File: config.mk
export PLATFORM = sky130hd
export DESIGN_NAME = ex_stage
export DESIGN_NICKNAME = d
export VERILOG_FILES = /design/src/rtl/ex_stage.sv
export SDC_FILE = /design/constraint.sdc
export NUM_CORES = 1
export LEC_CHECK = 0
export CAP_MARGIN = 40
export CORE_ASPECT_RATIO = 1.4
export CORE_MARGIN = 2
export CORE_UTILIZATION = 50
export DETAILED_ROUTE_END_ITERATION = 8
export PLACE_DENSITY = 0.73
export SYNTH_ARGS = -nofsm -noshare
export SYNTH_HDL_FRONTEND = slang
export SYNTH_SLANG_ARGS = --single-unit
File: constraint.sdc
create_clock -name clk -period 5.8 [get_ports clk]
set_input_delay 1.16 -clock clk [delete_from_list [all_inputs] [get_ports clk]]
set_output_delay 1.16 -clock clk [all_outputs]
set_load 0.01 [all_outputs]
File: src/rtl/ex_stage.sv
// Execute stage: combinational ALU feeding a main/skid output buffer with a
// valid/ready handshake on both sides; owns the APSR flag register.
module ex_stage #(
  parameter int DATA_WIDTH  = 16,
  parameter int ALUOP_WIDTH = 4,
  parameter int APSR_WIDTH  = 3,
  parameter int RD_WIDTH    = 3
) (
  input  logic                   clk,
  input  logic                   rst_n,
  input  logic                   in_valid,
  output logic                   in_ready,
  input  logic [ALUOP_WIDTH-1:0] in_op,
  input  logic [DATA_WIDTH-1:0]  in_a,
  input  logic [DATA_WIDTH-1:0]  in_b,
  input  logic [RD_WIDTH-1:0]    in_rd,
  input  logic                   in_wr_en,
  input  logic                   in_flags_en,
  output logic                   out_valid,
  input  logic                   out_ready,
  output logic [DATA_WIDTH-1:0]  out_result,
  output logic [APSR_WIDTH-1:0]  out_apsr,
  output logic [RD_WIDTH-1:0]    out_rd,
  output logic                   out_wr_en,
  input  logic                   flush,
  input  logic                   psr_wr_en,
  input  logic [APSR_WIDTH-1:0]  psr_wdata,
  output logic [APSR_WIDTH-1:0]  psr
);

  localparam int C_BIT = 0;
  localparam int Z_BIT = 1;
  localparam int N_BIT = 2;

  typedef enum logic [ALUOP_WIDTH-1:0] {
    OP_ADD  = ALUOP_WIDTH'(0),
    OP_ADDC = ALUOP_WIDTH'(1),
    OP_SUB  = ALUOP_WIDTH'(2),
    OP_SUBC = ALUOP_WIDTH'(3),
    OP_NAND = ALUOP_WIDTH'(4),
    OP_NOR  = ALUOP_WIDTH'(5),
    OP_XOR  = ALUOP_WIDTH'(6),
    OP_XNOR = ALUOP_WIDTH'(7)
  } alu_op_e;

  typedef struct packed {
    logic [DATA_WIDTH-1:0] result;
    logic [APSR_WIDTH-1:0] apsr;
    logic [RD_WIDTH-1:0]   rd;
    logic                  wr_en;
  } entry_t;

  entry_t                main_q, skid_q, new_entry;
  logic                  main_valid, skid_valid;
  logic [APSR_WIDTH-1:0] psr_q;
  logic [DATA_WIDTH:0]   sum;
  logic [DATA_WIDTH-1:0] alu_res;
  logic [APSR_WIDTH-1:0] alu_flags;
  logic                  alu_c, alu_known;
  logic                  accept;

  always_comb begin
    // NOTE: every output of this block gets a default first so no path
    // leaves one unassigned, which would otherwise infer a latch.
    sum       = '0;
    alu_res   = in_a;
    alu_c     = 1'b0;
    alu_known = 1'b1;
    case (alu_op_e'(in_op))
      OP_ADD: begin
        sum     = {1'b0, in_a} + {1'b0, in_b};
        alu_res = sum[DATA_WIDTH-1:0];
        alu_c   = sum[DATA_WIDTH];
      end
      OP_ADDC: begin
        sum     = {1'b0, in_a} + {1'b0, in_b} + {{DATA_WIDTH{1'b0}}, psr_q[C_BIT]};
        alu_res = sum[DATA_WIDTH-1:0];
        alu_c   = sum[DATA_WIDTH];
      end
      OP_SUB:  alu_res = in_a - in_b;
      OP_SUBC: alu_res = in_a - in_b - {{(DATA_WIDTH-1){1'b0}}, psr_q[C_BIT]};
      OP_NAND: alu_res = ~(in_a & in_b);
      OP_NOR:  alu_res = ~(in_a | in_b);
      OP_XOR:  alu_res = in_a ^ in_b;
      OP_XNOR: alu_res = ~(in_a ^ in_b);
      default: alu_known = 1'b0;
    endcase

    // Unassigned opcodes pass operand a through and leave the flags as-is.
    alu_flags = psr_q;
    if (alu_known) begin
      alu_flags        = '0;
      alu_flags[C_BIT] = alu_c;
      alu_flags[Z_BIT] = (alu_res == '0);
      alu_flags[N_BIT] = alu_res[DATA_WIDTH-1];
    end
  end

  assign new_entry = '{result: alu_res, apsr: alu_flags, rd: in_rd, wr_en: in_wr_en};

  // in_ready comes straight from the skid flop, so it is registered.
  assign in_ready = ~skid_valid;
  assign accept   = in_valid & in_ready & ~flush;

  always_ff @(posedge clk) begin
    if (!rst_n) begin
      // NOTE: sequential state uses non-blocking assignments so every flop
      // samples pre-edge values regardless of statement order. The payload
      // registers are reset too so out_* read zero after reset.
      main_valid <= 1'b0;
      skid_valid <= 1'b0;
      main_q     <= '0;
      skid_q     <= '0;
      psr_q      <= '0;
    end else begin
      // An external write wins over the instruction's own flag update.
      if (psr_wr_en)                psr_q <= psr_wdata;
      else if (accept && in_flags_en) psr_q <= alu_flags;

      if (flush) begin
        main_valid <= 1'b0;
        skid_valid <= 1'b0;
      end else if (accept) begin
        // Skid is always empty here because accept implies in_ready.
        if (main_valid && !out_ready) begin
          skid_q     <= new_entry;
          skid_valid <= 1'b1;
        end else begin
          main_q     <= new_entry;
          main_valid <= 1'b1;
        end
      end else if (main_valid && out_ready) begin
        if (skid_valid) begin
          main_q     <= skid_q;
          skid_valid <= 1'b0;
        end else begin
          main_valid <= 1'b0;
        end
      end
    end
  end

  assign out_valid  = main_valid;
  assign out_result = main_q.result;
  assign out_apsr   = main_q.apsr;
  assign out_rd     = main_q.rd;
  assign out_wr_en  = main_q.wr_en;
  assign psr        = psr_q;

endmodule

==> qor.txt <==
Status = finished clean
DRT Pass-1 Iters = 9
Area Overhead vs Synth = 23.93%
Antenna fix cells = 0
Later-pin clock latency in the skew report = 290 ps
Initial antenna violation count = 0
Crit-path max FO = 5
Setup CP Type = in2reg
Post-route cell area = 0.007764 sq mm
Syn Nets = 987
Vias = 7027
Worst-margin pin slew = 860.4 ps
Number of synthesized register bits = 51
Area after DPL = 0.007599 sq mm
Slew Limit Fails = 0
Worst min path class = reg2reg
Critical-path top delay cell = or4b_4
Routability cong. = 0.9797
Average cell area after synthesis = 7.095 sq um
Post-synthesis async set-or-reset flop share = 0
Seq/Total Area, Yosys = 0.1630
Synth top area share = 0.1630
WP data required = 5990 ps
Total gr overflow = 0
Top Ports = 78
Worst Setup Start Kind = input pin
ANT nets after route = 0
CTS tree = built
GR Util All Layers = 0.2855
Initial drt markers = 574
Worst slack at placement = -127.8 ps
Fraction of layout cells with a size suffix above 1 = 0.1202
CTS Root Cell = clkbuf_16
CTS Hold Bufs = 0
Leakage power = 3.148 nW
Setup ws final = 263.1 ps
Worst path arrival time = 5730 ps
Crit path largest cell delay = 530 ps
Minimum clock period = 5537 ps
H-tree depth = 2
Area leader, netlist = dfxtp_1
WL/cell = 16.99 microns
Crit-path cells = clkdlybuf4s50_1 > inv_1 > ha_1 > fa_1 > or2_1 > a211o_1 > o211ai_2 > xor2_1 > o41ai_1 > nor4_1 > a32oi_1 > nor4_1 > nand4bb_1 > or4b_4 > and3b_1 > o41ai_2
Final Hold Fails = 0
Final period util = 0.9546
Worst vdd ir = 0.1253 mV
Vias in the first global route = 6615
Die height = 136.4 microns
Wirelength, routed = 19370 microns
Max-Cap Viols = 0
Die Wd = 98.60 microns
Final setup vio count = 0
Worst setup EP type = register
PnR Total Power = 1.303 mW
# rows = 48
Final Skew = 5.881 ps
Clock buffer depth = 2
Via/cell ratio = 6.164
Most Frequent Cell on Critical Path = nor4_1
EDFF count, synth = 0
Cts bufs inserted = 5
Detailed Place HPWL = 15170 microns
Largest net degree at the start of global routing = 42
Setup Buffers After CTS = 0
Synth area leaders = dfxtp_1, ha_1, nand2_1
Post-synth cell types = 82
Power per cell area = 167.8 mW/mm^2
I/O Buffers = 77
FMAX = 180.6 MHz
Post-Syn Instances = 883
Ys flop type = dfxtp_1
NumNets Final = 1093
Clk slew on worst S/H paths = 70 ps
Resized cells post-CTS = 0
Core area = 0.01231 sq mm
First-pass GRT wire length = 31630 microns
Initial Util = 0.5088
Yosys warnings = 0
DRC violations left = 0
RSZ-0062 raised after global routing = no
Fillcell total = 1164
DIE AREA = 0.01345 sq mm
Clk sinks = 51
Worst rel slew slack = 0.4264
Cell Area, Synth = 0.006265 sq mm
-- area by class of cell --
type                       count  area, sq um  share of cell area
clock buffer                   7        132.6             0.01708
sequential                    51         1021              0.1315
timing repair buffer         153         1341              0.1728
multi-input combinational    719         4855              0.6253
tap                          150        187.7             0.02417
inverter                      59        221.5             0.02853
clock inverter                 1        5.005           0.0006446
-- cells by family (layout without fill, tap and decap cells) --
| group | Yosys count | count (layout) | synth area share |
|---|---|---|---|
| buffers and inverters | 113 | 220 | 0.06890 |
| adders and majority gates | 54 | 54 | 0.1102 |
| DFF | 51 | 51 | 0.1630 |
| and+or+nand+nor | 335 | 335 | 0.2612 |
| muxes | 9 | 9 | 0.01678 |
| AOI/OAI and AO/OA | 291 | 291 | 0.3379 |
| xor gates and xnor gates | 30 | 30 | 0.04194 |
-- critical path, delay by kind of cell --
family / cells / cell delay (ps)
buf+inv: 2 / 560
compound gates: 5 / 1130
xor+xnor: 1 / 330
fa+ha+maj: 2 / 710
simple gates: 6 / 1850
-- per-layer routing --
| metal | GRT usage | vias up | part of all wire | routed length (microns) |
|---|---|---|---|---|
| met5 | 0 | - | 0 | 0 |
| li1 | - | 3436 | - | - |
| met3 | 0.02828 | 63 | 0.055 | 1056 |
| met2 | 0.5072 | 270 | 0.49 | 9494 |
| met1 | 0.3413 | 3258 | 0.41 | 8012 |
| met4 | 0.1416 | 0 | 0.041 | 802 |
-- per-stage QoR --
| stage | std cells | setup TNS, ps | util | hold slack (ps) |
|---|---|---|---|---|
| 6_report | 1140 | 0 | 0.6306 | 453.2 |
| 4_1_cts | 1140 | 0 | 0.6284 | 455.7 |
| 3_3_place_gp | 1132 | 0 | 0.6172 | 442.0 |
| 5_1_grt | 1140 | 0 | 0.6306 | 482.6 |
| 3_5_place_dp | 1132 | -127.8 | 0.6172 | 446.7 |
| 2_1_floorplan | 883 | 0 | - | 436.6 |
-- synthesized netlist by cell type (5+ instances only) --
master / count
a311oi_1: 17
nor2_1: 64
and2_1: 8
xor2_1: 10
o21a_1: 5
o31ai_1: 6
inv_1: 56
nand2_1: 124
nand3b_1: 5
xnor2_1: 20
nor4_1: 11
a21o_1: 6
a211oi_1: 15
ha_1: 52
nand2b_1: 5
nand4_1: 6
or2_2: 6
nand3_1: 16
nor2b_1: 15
mux2i_1: 6
buf_1: 8
o211ai_1: 23
o21bai_1: 6
o311ai_0: 5
a211o_1: 9
o2111ai_1: 6
o21ai_0: 45
clkbuf_1: 40
buf_2: 6
o211a_1: 12
nor3b_1: 6
dfxtp_1: 51
a31oi_1: 8
a32oi_1: 5
nor3_1: 31
or3_1: 8
and3_1: 7
a21boi_0: 19
a21oi_1: 60
-- state kept, by name, indices dropped and copies added, names as in the netlist --
signal / cells
out_rd: 3
psr: 3
out_apsr: 3
skid_q: 23
skid_valid: 1
out_valid: 1
out_result: 16
out_wr_en: 1
-- layout by cell type (no fill, tap or decap), types with 7 or more instances in the layout --
cell type and n:
a21boi_0 19, clkdlybuf4s50_1 77, a311oi_1 17, a31oi_1 8, a211o_1 9, buf_4 76
ha_1 52, nor2b_1 14, nor3_1 30, dfxtp_1 51, and3_1 7, nand2_1 124
o21ai_0 45, nor4_1 11, o211ai_1 23, o211a_1 12, nor2_1 63, a211oi_1 14
xor2_1 10, and2_1 8, a21oi_1 60, nand3_1 16, inv_1 56, xnor2_1 20
or3_1 8
-- path summary, 6_finish.rpt --
check                   start           to  slack, ps  depth (start not counted)
setup / recovery      in_a[0]       psr[1]        260                         16
hold / removal    out_apsr[2]  out_apsr[2]        450                          2
setup reg to reg       psr[0]       psr[1]       1890                         15
hold reg to reg   out_apsr[2]  out_apsr[2]        450                          2
-- report_power, final --
part           total (mW)  internal, mW  leakage [nW]  switching (mW)
registers           0.371         0.363         0.415         0.00793
clock network       0.282         0.160        0.0679           0.123
logic               0.650         0.285          2.67           0.365
total                1.30         0.807          3.15           0.496
(Power assumes the default switching activity.)
